File: config.mk
export PLATFORM = sky130hd
export DESIGN_NAME = ram_byte_tx
export DESIGN_NICKNAME = d
export VERILOG_FILES = /design/src/rtl/ram_byte_tx_pkg.sv /design/src/rtl/ram_byte_tx_byte_strobe_tx.sv /design/src/rtl/ram_byte_tx.sv
export SDC_FILE = /design/constraint.sdc
export NUM_CORES = 1
export LEC_CHECK = 0
export ABC_AREA = 1
export CAP_MARGIN = 15
export CORE_ASPECT_RATIO = 1.25
export CORE_UTILIZATION = 40
export CTS_CLUSTER_SIZE = 16
export DETAILED_ROUTE_END_ITERATION = 16
export PLACE_DENSITY = 0.64
export SLEW_MARGIN = 20
export SYNTH_ARGS = -nofsm -noshare
export SYNTH_HDL_FRONTEND = slang
export SYNTH_SLANG_ARGS = --single-unit
File: constraint.sdc
create_clock -name CLK_50 -period 2.3 [get_ports CLK_50]
set_input_delay 0.23 -clock CLK_50 [delete_from_list [all_inputs] [get_ports CLK_50]]
set_output_delay 0.23 -clock CLK_50 [all_outputs]
set_load 0.01 [all_outputs]
File: src/rtl/ram_byte_tx_pkg.sv
// Shared types and constants for the RAM-to-Xmega byte transmitter.
// Holds the FSM state encoding and the reset values of the TX bus.
package ram_byte_tx_pkg;

    typedef enum logic [2:0] {
        StIdle,
        StRead,
        StWait,
        StLow,
        StHigh,
        StDone
    } state_e;

    localparam int unsigned BytesPerWord = 8;
    localparam logic [7:0]  TxDataRst    = 8'h00;
    localparam logic        TxClkRst     = 1'b0;

endpackage

File: src/rtl/ram_byte_tx_byte_strobe_tx.sv
// Drives one byte onto the TX bus with a DIV-cycle low phase then a DIV-cycle high strobe.
// A load while the high phase ends drops the strobe and presents the next byte on one edge.
module ram_byte_tx_byte_strobe_tx
    import ram_byte_tx_pkg::*;
#(
    parameter int unsigned DIV = 4
) (
    input  logic       clk_i,
    input  logic       rst_i,
    input  logic       load_i,
    input  logic [7:0] byte_i,
    output logic [7:0] tx_data_o,
    output logic       tx_clk_o,
    output logic       half_done_o,
    output logic       byte_done_o
);

    localparam logic [7:0] Reload = 8'(DIV - 1);

    logic       active_q, active_d;
    logic       tx_clk_q, tx_clk_d;
    logic [7:0] tx_data_q, tx_data_d;
    logic [7:0] cnt_q, cnt_d;

    assign half_done_o = active_q && !tx_clk_q && (cnt_q == 8'd0);
    assign byte_done_o = active_q && tx_clk_q && (cnt_q == 8'd0);
    assign tx_data_o   = tx_data_q;
    assign tx_clk_o    = tx_clk_q;

    always_comb begin
        active_d  = active_q;
        tx_clk_d  = tx_clk_q;
        tx_data_d = tx_data_q;
        cnt_d     = cnt_q;
        if (load_i) begin
            active_d  = 1'b1;
            tx_clk_d  = 1'b0;
            tx_data_d = byte_i;
            cnt_d     = Reload;
        end else if (active_q) begin
            if (cnt_q != 8'd0) begin
                cnt_d = cnt_q - 8'd1;
            end else if (!tx_clk_q) begin
                tx_clk_d = 1'b1;
                cnt_d    = Reload;
            end else begin
                // Byte finished with no follow-on: strobe drops, data holds.
                tx_clk_d = 1'b0;
                active_d = 1'b0;
            end
        end
    end

    always_ff @(posedge clk_i) begin
        if (rst_i) begin
            active_q  <= 1'b0;
            tx_clk_q  <= TxClkRst;
            tx_data_q <= TxDataRst;
            cnt_q     <= 8'd0;
        end else begin
            active_q  <= active_d;
            tx_clk_q  <= tx_clk_d;
            tx_data_q <= tx_data_d;
            cnt_q     <= cnt_d;
        end
    end

endmodule

File: src/rtl/ram_byte_tx.sv
// Reads 64-bit words from sync RAM and sends each as 8 strobed bytes, MSB byte first.
// The FSM sequences RAM reads and word/byte counts; the strobe sub-module times each byte.
module ram_byte_tx
    import ram_byte_tx_pkg::*;
#(
    parameter int unsigned ADDR_W = 4,
    parameter int unsigned WORD_W = 64,
    parameter int unsigned DIV    = 4
) (
    input  logic              CLK_50,
    input  logic              RST,
    input  logic              start,
    input  logic [ADDR_W-1:0] base_addr,
    input  logic [ADDR_W:0]   num_words,
    output logic              ram_rd_en,
    output logic [ADDR_W-1:0] ram_addr,
    input  logic [WORD_W-1:0] ram_data,
    output logic [7:0]        TX_DATA,
    output logic              TX_CLK,
    output logic              busy,
    output logic              done
);

    state_e              state_q, state_d;
    logic [ADDR_W-1:0]   addr_q, addr_d;
    logic [ADDR_W:0]     words_q, words_d;
    logic [2:0]          byte_cnt_q, byte_cnt_d;
    logic [WORD_W-1:0]   shift_q, shift_d;
    logic                ram_rd_en_q, ram_rd_en_d;
    logic [ADDR_W-1:0]   ram_addr_q, ram_addr_d;

    logic                load;
    logic [7:0]          load_byte;
    logic                half_done;
    logic                byte_done;

    always_comb begin
        state_d    = state_q;
        addr_d     = addr_q;
        words_d    = words_q;
        byte_cnt_d = byte_cnt_q;
        shift_d    = shift_q;
        load       = 1'b0;
        load_byte  = shift_q[WORD_W-1 -: 8];
        unique case (state_q)
            StIdle: begin
                if (start) begin
                    if (num_words != '0) begin
                        state_d = StRead;
                        addr_d  = base_addr;
                        words_d = num_words;
                    end else begin
                        state_d = StDone;
                    end
                end
            end
            StRead: state_d = StWait;
            StWait: begin
                // RAM data is valid now; first byte goes out as LOW is entered.
                state_d    = StLow;
                load       = 1'b1;
                load_byte  = ram_data[WORD_W-1 -: 8];
                shift_d    = {ram_data[WORD_W-9:0], 8'h00};
                byte_cnt_d = 3'd0;
            end
            StLow: begin
                if (half_done) state_d = StHigh;
            end
            StHigh: begin
                if (byte_done) begin
                    if (byte_cnt_q != 3'(BytesPerWord - 1)) begin
                        state_d    = StLow;
                        load       = 1'b1;
                        shift_d    = {shift_q[WORD_W-9:0], 8'h00};
                        byte_cnt_d = byte_cnt_q + 3'd1;
                    end else if (words_q > (ADDR_W+1)'(1)) begin
                        state_d = StRead;
                        words_d = words_q - (ADDR_W+1)'(1);
                        addr_d  = addr_q + ADDR_W'(1);
                    end else begin
                        state_d = StDone;
                    end
                end
            end
            StDone:  state_d = StIdle;
            default: state_d = StIdle;
        endcase

        ram_rd_en_d = (state_d == StRead);
        ram_addr_d  = (state_d == StRead) ? addr_d : ram_addr_q;
    end

    always_ff @(posedge CLK_50) begin
        if (RST) begin
            state_q     <= StIdle;
            addr_q      <= '0;
            words_q     <= '0;
            byte_cnt_q  <= '0;
            shift_q     <= '0;
            ram_rd_en_q <= 1'b0;
            ram_addr_q  <= '0;
        end else begin
            state_q     <= state_d;
            addr_q      <= addr_d;
            words_q     <= words_d;
            byte_cnt_q  <= byte_cnt_d;
            shift_q     <= shift_d;
            ram_rd_en_q <= ram_rd_en_d;
            ram_addr_q  <= ram_addr_d;
        end
    end

    ram_byte_tx_byte_strobe_tx #(
        .DIV (DIV)
    ) u_strobe (
        .clk_i       (CLK_50),
        .rst_i       (RST),
        .load_i      (load),
        .byte_i      (load_byte),
        .tx_data_o   (TX_DATA),
        .tx_clk_o    (TX_CLK),
        .half_done_o (half_done),
        .byte_done_o (byte_done)
    );

    assign ram_rd_en = ram_rd_en_q;
    assign ram_addr  = ram_addr_q;
    assign busy      = (state_q == StRead) || (state_q == StWait) ||
                       (state_q == StLow)  || (state_q == StHigh);
    assign done      = (state_q == StDone);

endmodule

==> out/results.txt, run 1 <==
DR top layer: met4
Final Hold Violating Endpoints: 0
Syn Inst Count: 620
Sequence of cells on the critical path: inv_1, ha_1, nand2_1, nor2_4, nand3_2, nand2_2, nand2_4, inv_6, buf_12, o21ai_0, a31oi_1
Final TNS setup: 0 ps
Post-synth top cells: 182 x nand2_1, 94 x dfxtp_1, 64 x o21ai_0
Top-count cell post-synth: nand2_1
Drt total wl: 11.3 mm
Crit-path slowest cell: dfxtp_1
Gpl congestion: 0.878
CTS root buf: clkbuf_16
Worst hold slack: 453 ps
Post-synthesis sequential area ratio: 42.7%
Max_cap viols: 0
Detail Route Antenna Nets: 0
Worst EP required: 2560 ps
Hold Path Origin: ram_data[1]
Bufs and invs on worst path: 3
Yosys top cell by area: dfxtp_1
CTS clock-pin slew for the worst setup and hold paths: 60 ps
Clk Latency, worst-skew pair: 340 ps
DR WL/cell: 13.7 um
Maximum fanout along the worst path: 47
Setup Buffers After CTS: 0
Clk sinks: 94
Leakage power: 2.33 nW
CTS tree: yes
Synth Register Bits: 94
First-pass GRT wire length: 18.5 mm
I/O pin cnt: 92
Synth Warn #: 0
Critical path type: flip-flop to flip-flop
Crit end category: flip-flop
Met3 WL: 507 um
Max Root-Sink Buffers: 2
Pin count of the biggest net entering global routing: 56
Synth top area share: 42.7%
Detailed-route via count: 4297
RSZ-0062 raised after global routing: no
# H-tree levels: 3
Final Core Density: 53.2%
Run status: finished, final reports clean
Slew @ Worst Pin: 612 ps
Synth cell types: 32
Ant. Diodes: 0
DRT iter0 DRCs: 194
Routed wl met2: 5.68 mm
# DRC: 0
Number of global-route vias before repair: 4114
Max Slew Vio Count: 0
Startpoint Class: flip-flop
Ranking of synthesized cells by area: dfxtp_1 43%, nand2_1 15%, a31oi_1 8.4%
Share of post-route cells with drive strength above 1: 6.02%
DRT met1 WL: 4.94 mm
Slowest cell delay on critical path: 310 ps
Hold Buf Count CTS: 0
Critical Path Start: u_strobe.cnt_q[0]
Initial antenna violation count: 0
Cts bufs inserted: 9
Die Span X: 95.9 um
Placed standard-cell area: 5390 sq um
Crit path time final: 2040 ps
Post-DP HPWL: 8.09 mm
Area growth syn-to-layout: 28.7%
Worst slack, placed: 234 ps
Final design instance area without fill: 5680 sq um
Delay-heaviest family, CP: simple AND/OR/NAND/NOR gates
Mapped Area: 4410 sq um
Post-synth EDFFs: 0
Core Footprint: 10700 sq um
All-Layer GR Usage: 20.7%
Final WS setup: 261 ps
R2R Path Start: u_strobe.cnt_q[0]
Worst slew margin: 59.0%
Vias per cell: 5.18
Synth Flop Type: dfxtp_1
Final setup fails: 0
Grt ovf: 0
Power Total: 4.81 mW
Clock skew after layout: 6.90 ps
Worst EP arrival: 2300 ps
Peak Freq: 490 MHz
Buffers on Ports: 91
Final period utilization: 88.6%
Fraction of registers with async set/reset: 0%
Pwr dens: 848 nW/um^2
Row count: 42
Syn Area/Cell: 7.11 sq um
Final net count: 776
Worst VDD drop: 0.446 mV
Net Count, Synth: 703
Final cell count without fillers: 830
Die area: 11500 sq um
R2r setup slk: 260 ps
Placed cell count: 814
1st-pass router iterations: 4
Worst Hold Class: input port to flip-flop
Die extent in y: 119 um
Initial Util: 41.3%
cell usage in the layout, fill, tap and decap left out, types with 2 or more instances in the layout:
master           count
o21ai_1              7
clkinv_2             4
o211ai_1             2
nand4_1              6
a31oi_1             59
nor2_2               4
nand3_1             25
xor2_1               4
o21bai_1             3
clkdlybuf4s50_1     91
clkbuf_16            9
clkbuf_8             3
a21oi_1             20
buf_12               2
nand3b_1             2
ha_1                 7
o21ai_0             64
nor3_1               3
nand2_1            182
nand2_2              2
o2111ai_1            2
nor2_4               3
buf_4                7
nor2_1              43
inv_2                4
dfxtp_1             94
inv_1               40
layout make-up:
type,instances,area (sq um)
inverter,45,174
clock buffer,12,267
sequential,94,1880
timing repair buffer,100,1000
fill,1047,4990
multi-input combinational,443,2170
tap,132,165
clock inverter,4,20.0
flip-flops by register name (all words and copies together) (netlist names):
register            cells
u_strobe.tx_clk_o       1
u_strobe.tx_data_o      8
byte_cnt_q              3
ram_addr                4
u_strobe.cnt_q          8
shift_q                56
state_q                 3
words_q                 5
addr_q                  4
u_strobe.active_q       1
ram_rd_en               1
routing by layer:
layer | global-route usage [%] | vias to the layer above
li1 | - | 2212
met1 | 24.8 | 1976
met2 | 36.6 | 92
met3 | 3.90 | 17
met4 | 6.44 | 0
met5 | 0 | -
worst register-to-register path, delay by kind of cell (launching register included):
family | cells | cell delay, ps
buffers and inverters | 3 | 530
AND/OR/NAND/NOR | 5 | 620
AO/OA/AOI/OAI | 2 | 300
flip-flops | 1 | 310
adder cells (fa/ha/maj) | 1 | 200
where the power goes:
group	internal, mW	leakage [nW]	total (mW)	switching (mW)
registers	1.91	0.769	2.09	0.176
clock network	0.814	0.148	1.43	0.615
logic	0.572	1.41	1.30	0.723
total	3.30	2.33	4.81	1.51
path summary, 6_finish.rpt:
| kind | endpoint | cells after the start |
|---|---|---|
| worst min register to register | shift_q[10] | 2 |
| worst max register to register | shift_q[53] | 11 |
| worst min-delay path | shift_q[9] | 3 |
| worst max-delay path | shift_q[53] | 11 |
what timing repair did:
action / CTS / global route
hold endpoints to repair: 0 / 0
resized for setup: 0 / 1
endpoints found under the setup margin: 0 / 2
kinds of logic (layout without fill, tap and decap cells):
| family | after synthesis | count (layout) | share of synthesized area, % |
|---|---|---|---|
| and+or+nand+nor | 273 | 273 | 25.9 |
| AOI/OAI and AO/OA | 157 | 157 | 19.9 |
| DFF | 94 | 94 | 42.7 |
| buffers and inverters | 83 | 161 | 8.31 |
| adders and majority gates | 7 | 7 | 1.99 |
| xor gates and xnor gates | 5 | 5 | 0.993 |
| muxes | 1 | 1 | 0.227 |
(Power assumes the default switching activity.)
==> run 2: changes to the inputs <==
- ABC_CLOCK_PERIOD_IN_PS: default -> 2300
==> results of run 2 <==
The final DEF is identical to that of run 1; final timing and power are the same.
==> run 3: changes to the inputs <==
- PLACE_DENSITY: 0.64 -> 0.71
==> run 3 against run 2 <==
Register-to-register slack better by 30 ps. Maximum frequency fell by 5.5%. Sequential cell count unchanged. Cell count unchanged. Worst setup slack got worse by 120 ps. Routed wire length is 2.0% higher. Via count up 0.79%. Critical path depth shrank 5. Combinational power barely moved. Sequential share of layout area is 0.051 points lower. Design area rose by 0.15%.
==> out/results.txt, run 3 (same netlist as run 1, synthesis figures left out) <==
# DRC: 0 (unchanged)
Largest register FFs: 56 (unchanged)
Buffers on Ports: 91 (unchanged)
Share of post-route cells with drive strength above 1: 5.87% (was 6.02%)
Final Hold Violating Endpoints: 0 (unchanged)
Row count: 42 (unchanged)
Routed wl met2: 5.69 mm (was 5.68 mm)
CTS resizes: 0 (unchanged)
R2R Path Start: words_q[1] (was u_strobe.cnt_q[0])
Commonest non-fill, non-tap cell in the layout: nand2_1 (unchanged)
Peak Freq: 463 MHz (was 490 MHz)
Max_cap viols: 0 (unchanged)
Final TNS setup: 0 ps (unchanged)
Die Span X: 95.9 um (unchanged)
CTS clock-pin slew for the worst setup and hold paths: 70 ps (was 60 ps)
Setup Buffers After CTS: 0 (unchanged)
Detailed-route via count: 4331 (was 4297)
Area growth syn-to-layout: 28.9% (was 28.7%)
Pwr dens: 857 nW/um^2 (was 848 nW/um^2)
Hold Buf Count CTS: 0 (unchanged)
Critical Path Start: state_q[0] (was u_strobe.cnt_q[0])
# H-tree levels: 3 (unchanged)
Most frequent cells in the layout: 182 x nand2_1, 94 x dfxtp_1, 91 x clkdlybuf4s50_1 (unchanged)
Initial Util: 41.3% (unchanged)
RSZ-0062 raised after global routing: no (unchanged)
I/O pin cnt: 92 (unchanged)
Gpl congestion: 0.849 (was 0.878)
1st-pass router iterations: 5 (was 4)
DR top layer: met4 (unchanged)
Hold Path Origin: shift_q[9] (was ram_data[1])
Largest reg by FF count: shift_q (unchanged)
Drt total wl: 11.6 mm (was 11.3 mm)
Initial antenna violation count: 0 (unchanged)
Filler Cell Count: 1036 (was 1047)
All-Layer GR Usage: 20.9% (was 20.7%)
First-pass GRT wire length: 18.9 mm (was 18.5 mm)
Clock skew after layout: 5.19 ps (was 6.90 ps)
Max Root-Sink Buffers: 2 (unchanged)
Die area: 11500 sq um (unchanged)
Power Total: 4.87 mW (was 4.81 mW)
Final net count: 776 (unchanged)
Crit path time final: 2160 ps (was 2040 ps)
CTS root buf: clkbuf_16 (unchanged)
Ant. Diodes: 0 (unchanged)
Final period utilization: 93.8% (was 88.6%)
Critical path type: flip-flop to primary output (was flip-flop to flip-flop)
Core Footprint: 10700 sq um (unchanged)
DRT iter0 DRCs: 180 (was 194)
Pin count of the biggest net entering global routing: 59 (was 56)
Worst Hold Class: flip-flop to flip-flop (was input port to flip-flop)
Cts bufs inserted: 9 (unchanged)
Vias per cell: 5.22 (was 5.18)
Leakage power: 2.32 nW (was 2.33 nW)
Final Core Density: 53.3% (was 53.2%)
CTS tree: yes (unchanged)
Max Slew Vio Count: 0 (unchanged)
Grt ovf: 0 (unchanged)
Worst EP required: 2070 ps (was 2560 ps)
Slew @ Worst Pin: 553 ps (was 612 ps)
Final setup fails: 0 (unchanged)
Met3 WL: 585 um (was 507 um)
Run status: finished, final reports clean (unchanged)
Die extent in y: 119 um (unchanged)
Worst slack, placed: 329 ps (was 234 ps)
Worst VDD drop: 0.408 mV (was 0.446 mV)
Number of global-route vias before repair: 4257 (was 4114)
Crit end category: primary output (was flip-flop)
Clk Latency, worst-skew pair: 330 ps (was 340 ps)
Post-DP HPWL: 8.19 mm (was 8.09 mm)
Clk sinks: 94 (unchanged)
DR WL/cell: 13.9 um (was 13.7 um)
Worst EP arrival: 1930 ps (was 2300 ps)
Worst slew margin: 63.0% (was 59.0%)
Detail Route Antenna Nets: 0 (unchanged)
DRT met1 WL: 5.00 mm (was 4.94 mm)
Maximum fanout along the worst path: 14 (was 47)
Final WS setup: 142 ps (was 261 ps)
Startpoint Class: flip-flop (unchanged)
-- run 3: layout make-up --
cell class | instances | area, sq um | share of cell area (%)
clock inverters | 6 | 68.8 | 1.21
flip-flops and latches | 94 | 1880 | 33.1
well taps | 132 | 165 | 2.90
multi-input cells | 443 | 2170 | 38.1
clock buffers | 10 | 229 | 4.03
repair buffers | 100 | 1000 | 17.6
inverters | 45 | 171 | 3.01
-- run 3: metal layers --
layer  GRT usage (%)  up-vias
li1                -     2217
met1            25.7     1976
met2            36.0      118
met3            3.96       20
met4            7.28        0
met5               0        -
-- run 3: path summary, 6_finish.rpt --
path | end | slack, ps | cells after the start
worst max register to register | words_q[2] | 290 | 12
worst max-delay path | busy | 140 | 6
worst min register to register | shift_q[9] | 460 | 2
worst min-delay path | shift_q[9] | 460 | 2
-- run 3: through the flow --
step | cell area [sq um] | cells | hold WS, ps
floorplan | 4410 | 620 | 378
global placement | 5390 | 814 | 452
detailed placement | 5390 | 814 | 454
CTS | 5690 | 830 | 462
global route | 5690 | 830 | 478
finish | 5690 | 830 | 463
-- run 3: power breakdown --
| group | switching, mW | internal (mW) | total (mW) |
|---|---|---|---|
| clock | 0.634 | 0.851 | 1.49 |
| combinational | 0.727 | 0.573 | 1.30 |
| sequential | 0.178 | 1.91 | 2.09 |
| total | 1.54 | 3.34 | 4.87 |
-- run 3: critical path, stage by stage, from the launching register on --
cell	delay, ps
dfxtp_1	370
nor2_2	140
inv_2	90
nor2_4	270
inv_1	100
nand2_1	90
clkdlybuf4s50_1	530
